===== src/rtl/seg7_pkg.sv =====
// Shared 7-segment constants (active-low, bit6..0 = g,f,e,d,c,b,a) and BCD nibble codes.
// Used by both the display encoder and the read-back decoder.
package seg7_pkg;

  localparam logic [6:0] SEG7_0     = 7'h40;
  localparam logic [6:0] SEG7_1     = 7'h79;
  localparam logic [6:0] SEG7_2     = 7'h24;
  localparam logic [6:0] SEG7_3     = 7'h30;
  localparam logic [6:0] SEG7_4     = 7'h19;
  localparam logic [6:0] SEG7_5     = 7'h12;
  localparam logic [6:0] SEG7_6     = 7'h02;
  localparam logic [6:0] SEG7_7     = 7'h78;
  localparam logic [6:0] SEG7_8     = 7'h00;
  localparam logic [6:0] SEG7_9     = 7'h10;
  localparam logic [6:0] SEG7_BLANK = 7'h7F;

  localparam logic [3:0] BCD_BLANK  = 4'hF;
  localparam logic [3:0] BCD_ERR    = 4'hF;

endpackage


===== src/rtl/seg7_pattern_to_bcd.sv =====
// Combinational lookup from an active-low 7-segment pattern to {err, nibble}.
// Blank decodes to F without error; anything unrecognised decodes to F with error.
module seg7_pattern_to_bcd
  import seg7_pkg::*;
(
  input  logic [6:0] pattern,
  output logic [3:0] nibble,
  output logic       err
);

  always_comb begin
    nibble = BCD_ERR;
    err    = 1'b1;
    case (pattern)
      SEG7_0:     begin nibble = 4'd0;      err = 1'b0; end
      SEG7_1:     begin nibble = 4'd1;      err = 1'b0; end
      SEG7_2:     begin nibble = 4'd2;      err = 1'b0; end
      SEG7_3:     begin nibble = 4'd3;      err = 1'b0; end
      SEG7_4:     begin nibble = 4'd4;      err = 1'b0; end
      SEG7_5:     begin nibble = 4'd5;      err = 1'b0; end
      SEG7_6:     begin nibble = 4'd6;      err = 1'b0; end
      SEG7_7:     begin nibble = 4'd7;      err = 1'b0; end
      SEG7_8:     begin nibble = 4'd8;      err = 1'b0; end
      SEG7_9:     begin nibble = 4'd9;      err = 1'b0; end
      SEG7_BLANK: begin nibble = BCD_BLANK; err = 1'b0; end
      default:    ;
    endcase
  end

endmodule


===== src/rtl/seg7_scan_decoder.sv =====
// Snoops the multiplexed 7-segment bus, accepts each digit after a stable dwell and
// publishes whole frames. Define SEG7_SCAN_DP_EN to add dp_n / digit_dp capture.
module seg7_scan_decoder
  import seg7_pkg::*;
#(
  parameter int DIGITS     = 4,
  parameter int STABLE_CYC = 4,
  parameter int CNT_W      = 8
) (
  input  logic                  clk,
  input  logic                  rst,
  input  logic [6:0]            seg_n,
  input  logic [DIGITS-1:0]     an_n,
`ifdef SEG7_SCAN_DP_EN
  input  logic                  dp_n,
  output logic [DIGITS-1:0]     digit_dp,
`endif
  output logic [4*DIGITS-1:0]   digit_bcd,
  output logic [DIGITS-1:0]     digit_err,
  output logic                  frame_valid
);

  localparam int IDX_W = (DIGITS > 1) ? $clog2(DIGITS) : 1;
  localparam logic [CNT_W-1:0] CNT_FULL = CNT_W'(STABLE_CYC);

  logic [6:0]              seg_s, seg_p;
  logic [DIGITS-1:0]       an_s, an_p;
  logic                    dp_same;
  logic [DIGITS-1:0]       sel;
  logic                    onehot;
  logic                    same;
  logic [IDX_W-1:0]        sel_idx;
  logic [CNT_W-1:0]        count, count_nxt;
  logic                    capture;
  logic [DIGITS-1:0]       seen, seen_nxt;
  logic                    full;
  logic [DIGITS-1:0][3:0]  shadow_bcd;
  logic [DIGITS-1:0]       shadow_err;
  logic [3:0]              dec_nib;
  logic                    dec_err;

  seg7_pattern_to_bcd u_dec (
    .pattern (seg_s),
    .nibble  (dec_nib),
    .err     (dec_err)
  );

  // Sample stage plus one-deep history used for the stability compare
  always_ff @(posedge clk or posedge rst) begin
    if (rst) begin
      seg_s <= '0;
      an_s  <= '0;
      seg_p <= '0;
      an_p  <= '0;
    end else begin
      seg_s <= seg_n;
      an_s  <= an_n;
      seg_p <= seg_s;
      an_p  <= an_s;
    end
  end

`ifdef SEG7_SCAN_DP_EN
  logic dp_s, dp_p;
  logic [DIGITS-1:0] shadow_dp;

  always_ff @(posedge clk or posedge rst) begin
    if (rst) begin
      dp_s      <= 1'b0;
      dp_p      <= 1'b0;
      shadow_dp <= '0;
      digit_dp  <= '0;
    end else begin
      dp_s <= dp_n;
      dp_p <= dp_s;
      if (capture)
        shadow_dp[sel_idx] <= ~dp_s;
      if (full)
        digit_dp <= shadow_dp;
    end
  end

  assign dp_same = (dp_s == dp_p);
`else
  assign dp_same = 1'b1;
`endif

  assign sel    = ~an_s;
  assign onehot = (sel != '0) && ((sel & (sel - DIGITS'(1))) == '0);
  assign same   = (seg_s == seg_p) && (an_s == an_p) && dp_same;

  always_comb begin
    sel_idx = '0;
    for (int i = 0; i < DIGITS; i++)
      if (sel[i])
        sel_idx = IDX_W'(i);
  end

  always_comb begin
    count_nxt = '0;
    if (onehot && same)
      count_nxt = (count == CNT_FULL) ? count : count + CNT_W'(1);
    else if (onehot)
      count_nxt = CNT_W'(1);
  end

  // Saturation guarantees a single capture per dwell
  assign capture = (count_nxt == CNT_FULL) && (count != CNT_FULL);
  assign full    = &seen;

  always_comb begin
    seen_nxt = full ? '0 : seen;
    if (capture)
      seen_nxt = seen_nxt | sel;
  end

  always_ff @(posedge clk or posedge rst) begin
    if (rst) begin
      count       <= '0;
      seen        <= '0;
      shadow_bcd  <= '0;
      shadow_err  <= '0;
      digit_bcd   <= '0;
      digit_err   <= '0;
      frame_valid <= 1'b0;
    end else begin
      count       <= count_nxt;
      seen        <= seen_nxt;
      frame_valid <= full;
      if (capture) begin
        shadow_bcd[sel_idx] <= dec_nib;
        shadow_err[sel_idx] <= dec_err;
      end
      // Publish reads the shadow before any same-edge capture lands in it
      if (full) begin
        digit_bcd <= shadow_bcd;
        digit_err <= shadow_err;
      end
    end
  end

endmodule


===== config.mk =====
export PLATFORM = sky130hd
export DESIGN_NAME = seg7_scan_decoder
export DESIGN_NICKNAME = d
export VERILOG_FILES = /design/src/rtl/seg7_pkg.sv /design/src/rtl/seg7_pattern_to_bcd.sv /design/src/rtl/seg7_scan_decoder.sv
export SDC_FILE = /design/constraint.sdc
export NUM_CORES = 1
export LEC_CHECK = 0
export ABC_CLOCK_PERIOD_IN_PS = 3940
export BUFFER_PORTS_ARGS = -buffer_cell sky130_fd_sc_hd__buf_2
export CAP_MARGIN = 20
export CORE_MARGIN = 4
export CORE_UTILIZATION = 55
export CTS_CLUSTER_DIAMETER = 80
export DETAILED_ROUTE_END_ITERATION = 7
export GPL_ROUTABILITY_DRIVEN = 0
export PLACE_DENSITY = 0.75
export SYNTH_ARGS = -nofsm -noshare
export SYNTH_HDL_FRONTEND = slang
export SYNTH_SLANG_ARGS = --single-unit

===== constraint.sdc =====
create_clock -name clk -period 3.94 [get_ports clk]
set_input_delay 0.394 -clock clk [delete_from_list [all_inputs] [get_ports clk]]
set_output_delay 0.394 -clock clk [all_outputs]
set_load 0.01 [all_outputs]

==> flow_summary.json <==
{
  "status": "finished, violations left",
  "violations": "negative hold slack",
  "cts_tree": "built",
  "async_flop_share_pct": 100.0,
  "design_area_um2": 3682,
  "port_buffers": 33,
  "layout_commonest_cell": "dfrtp_1",
  "required_ns": 4.17,
  "fin_crit_ns": 2.563,
  "die-height_um": 85.00,
  "ant_nets": 0,
  "grt_setup_unrepaired": "false",
  "synth.distinct_cells": 41,
  "cts_root_buf": "clkbuf_8",
  "wl_met2_um": 2675,
  "firstDrtPassIters": 6,
  "clk_pin_slew_ns": 0.08,
  "seq_area_frac_synth_pct": 57.56,
  "switching_power_mw": 0.3323,
  "leakage_nw": 1.646,
  "synthesis.nets": 309,
  "synth_ff_type": "dfrtp_1",
  "finalNetCount": 340,
  "start_util_pct": 57.80,
  "cp-end-kind": "flop",
  "place_area_um2": 3460,
  "core_area_um2": 5642,
  "die_w_um": 85.00,
  "grt_max_degree": 52,
  "wl_per_cell_um": 14.04,
  "hold_class": "primary input to asynchronous set/reset pin",
  "cts_made_buffers": 9,
  "p_int_mw": 1.117,
  "ys_warn_count": 0,
  "grt_pass1_vias": 2131,
  "p_seq_share_pct": 55.2,
  "synth_edf_count": 0,
  "power_frac_comb_pct": 4.2,
  "worstMarginPinSlew_ns": 0.6738,
  "synth_seq_cells": 75,
  "num_vias": 2172,
  "hold_ws_ns": -0.001309,
  "syn_inst": 294,
  "maxSlewHeadroom_pct": 54.60,
  "finalSetupTns_ns": 0,
  "max_cap_violations": 0,
  "grt_usage_pct": 17.21,
  "viasPerCell": 5.403,
  "pre_cts_slack_ns": 1.384,
  "syn_area_um2": 3261,
  "grt_pass1_wl_um": 9922,
  "timing.rr.start": "count[0]$_DFF_PP0_",
  "hold_viol_final": 2,
  "grt.overflow.total": 0,
  "finalClockSkew_ns": 0.008474,
  "crit_fanout": 6,
  "dpl.hpwl_um": 3920,
  "startpoint": "count[0]$_DFF_PP0_",
  "wl_met3_um": 297,
  "area_delta_synth_final_pct": 12.93,
  "cts_resized": 0,
  "max_freq_mhz": 390.2,
  "path_class": "flop to flop",
  "drive_gt1_share_pct": 19.70,
  "dieArea_um2": 7224,
  "rows": 27,
  "wl_met1_um": 2617,
  "cts_hold_buf": 0,
  "h-tree-depth": 3,
  "clock-sinks": 75,
  "avgSynthCellArea_um2": 11.09,
  "antenna_found_initial": 0,
  "fin_ws_ns": 1.377,
  "powerDensity_nw_per_um2": 393.6,
  "clkPwrFrac_pct": 40.6,
  "swShare_pct": 22.93,
  "diodes": 0,
  "top_layer_used": "met4",
  "post-route-period-util_pct": 65.05,
  "cts_buffer_depth": 2,
  "slew_viol_final": 0,
  "setup_violations": 0,
  "final_cell_mix": "dfrtp_1 (75), nand2_1 (35), buf_2 (33)",
  "ios": 34,
  "r2r_cells": 6,
  "start_kind": "flop",
  "drc": 0,
  "post-route-util_pct": 65.27,
  "drt_iter0_markers": 75,
  "ir_drop_mv": 0.2811,
  "routed_wl_um": 5645,
  "cp.arrival_ns": 2.80,
  "cts_setup_buffers": 0,
  "clk_latency_ns": 0.34
}
==> path summary, 6_finish.rpt <==
| kind | endpoint | slack, ns |
|---|---|---|
| worst max-delay path | shadow_bcd[14]$_DFFE_PP0P_ | 1.38 |
| worst min-delay path | digit_bcd[1]$_DFFE_PP0P_ | -0.001 |
| worst max register to register | shadow_bcd[14]$_DFFE_PP0P_ | 1.38 |
| worst min register to register | digit_bcd[14]$_DFFE_PP0P_ | 0.48 |
| max in group asynchronous | count[1]$_DFF_PP0_ | 3.32 |
| min in group clk | seg_s[2]$_DFF_PP0_ | 0.16 |
==> worst max-delay path, cell delays in order, from the launching register on <==
cell     delay, ns
dfrtp_1       0.43
inv_1         0.11
ha_1          0.32
nor4_1        0.43
nand4_4       0.24
nor4_4        0.58
mux2_4        0.34
==> Yosys cell counts (3+ instances only) <==
cell type	number	share of area [%]
nand3b_1	4	0.92
dfrtp_1	75	58
nand2b_1	3	0.58
nor2_1	7	0.81
nor3_1	4	0.61
xnor2_1	15	4.0
buf_2	3	0.46
xor2_1	4	1.1
mux2i_1	18	5.5
o21ai_0	25	3.8
nor4_4	4	2.6
nor4_1	3	0.58
nand2_1	35	4.0
clkbuf_1	12	1.4
nand4_1	8	1.5
nand3_1	8	1.2
inv_1	26	3.0
or3_1	4	0.77
a21oi_1	9	1.4
==> stage by stage <==
step	hold WS [ns]	std cells	total power, mW
after floorplan	0.3487	294	0.8556
after global placement	0.4547	385	0.8721
after detailed placement	0.4607	385	0.8745
after CTS	0.1467	401	1.459
after global routing	0.006671	402	1.514
final	-0.001309	402	1.449
==> power groups by stage <==
stage	registers, mW	logic, mW	clock network, mW
2_1_floorplan	0.805	0.0505	0
3_3_place_gp	0.814	0.0576	0
3_5_place_dp	0.815	0.0596	0
4_1_cts	0.800	0.0598	0.600
5_1_grt	0.802	0.0707	0.641
6_report	0.800	0.0605	0.589
==> registers in the layout (all words and copies together), names as in the netlist <==
signal,cells
an_p,4
an_s,4
count,8
digit_bcd,16
digit_err,4
frame_valid,1
seen,4
seg_p,7
seg_s,7
shadow_bcd,16
shadow_err,4
==> layout make-up <==
| type | instances | area (um2) |
|---|---|---|
| fillers | 432 | 1959 |
| flip-flops and latches | 75 | 1877 |
| multi-input cells | 177 | 1215 |
| repair buffers | 36 | 200.2 |
| clock buffers | 10 | 137.6 |
| inverters | 26 | 97.59 |
| well taps | 72 | 90.09 |
| clock inverters | 6 | 65.06 |
==> layer usage <==
layer	GRT usage [%]	vias to the layer above
li1	-	1059
met5	0	-
met3	5.049	6
met4	6.043	0
met2	27.05	48
met1	22.85	1059
==> cells by family after synthesis <==
| group | count (synthesis) | synth area share [%] |
|---|---|---|
| AO/OA/AOI/OAI | 46 | 8.327 |
| XOR/XNOR | 19 | 5.104 |
| adder cells (fa/ha/maj) | 2 | 0.7673 |
| buffers and inverters | 42 | 5.180 |
| flip-flops | 75 | 57.56 |
| multiplexers | 20 | 6.447 |
| AND/OR/NAND/NOR | 90 | 16.62 |
Power figures use the tool's default switching activity.
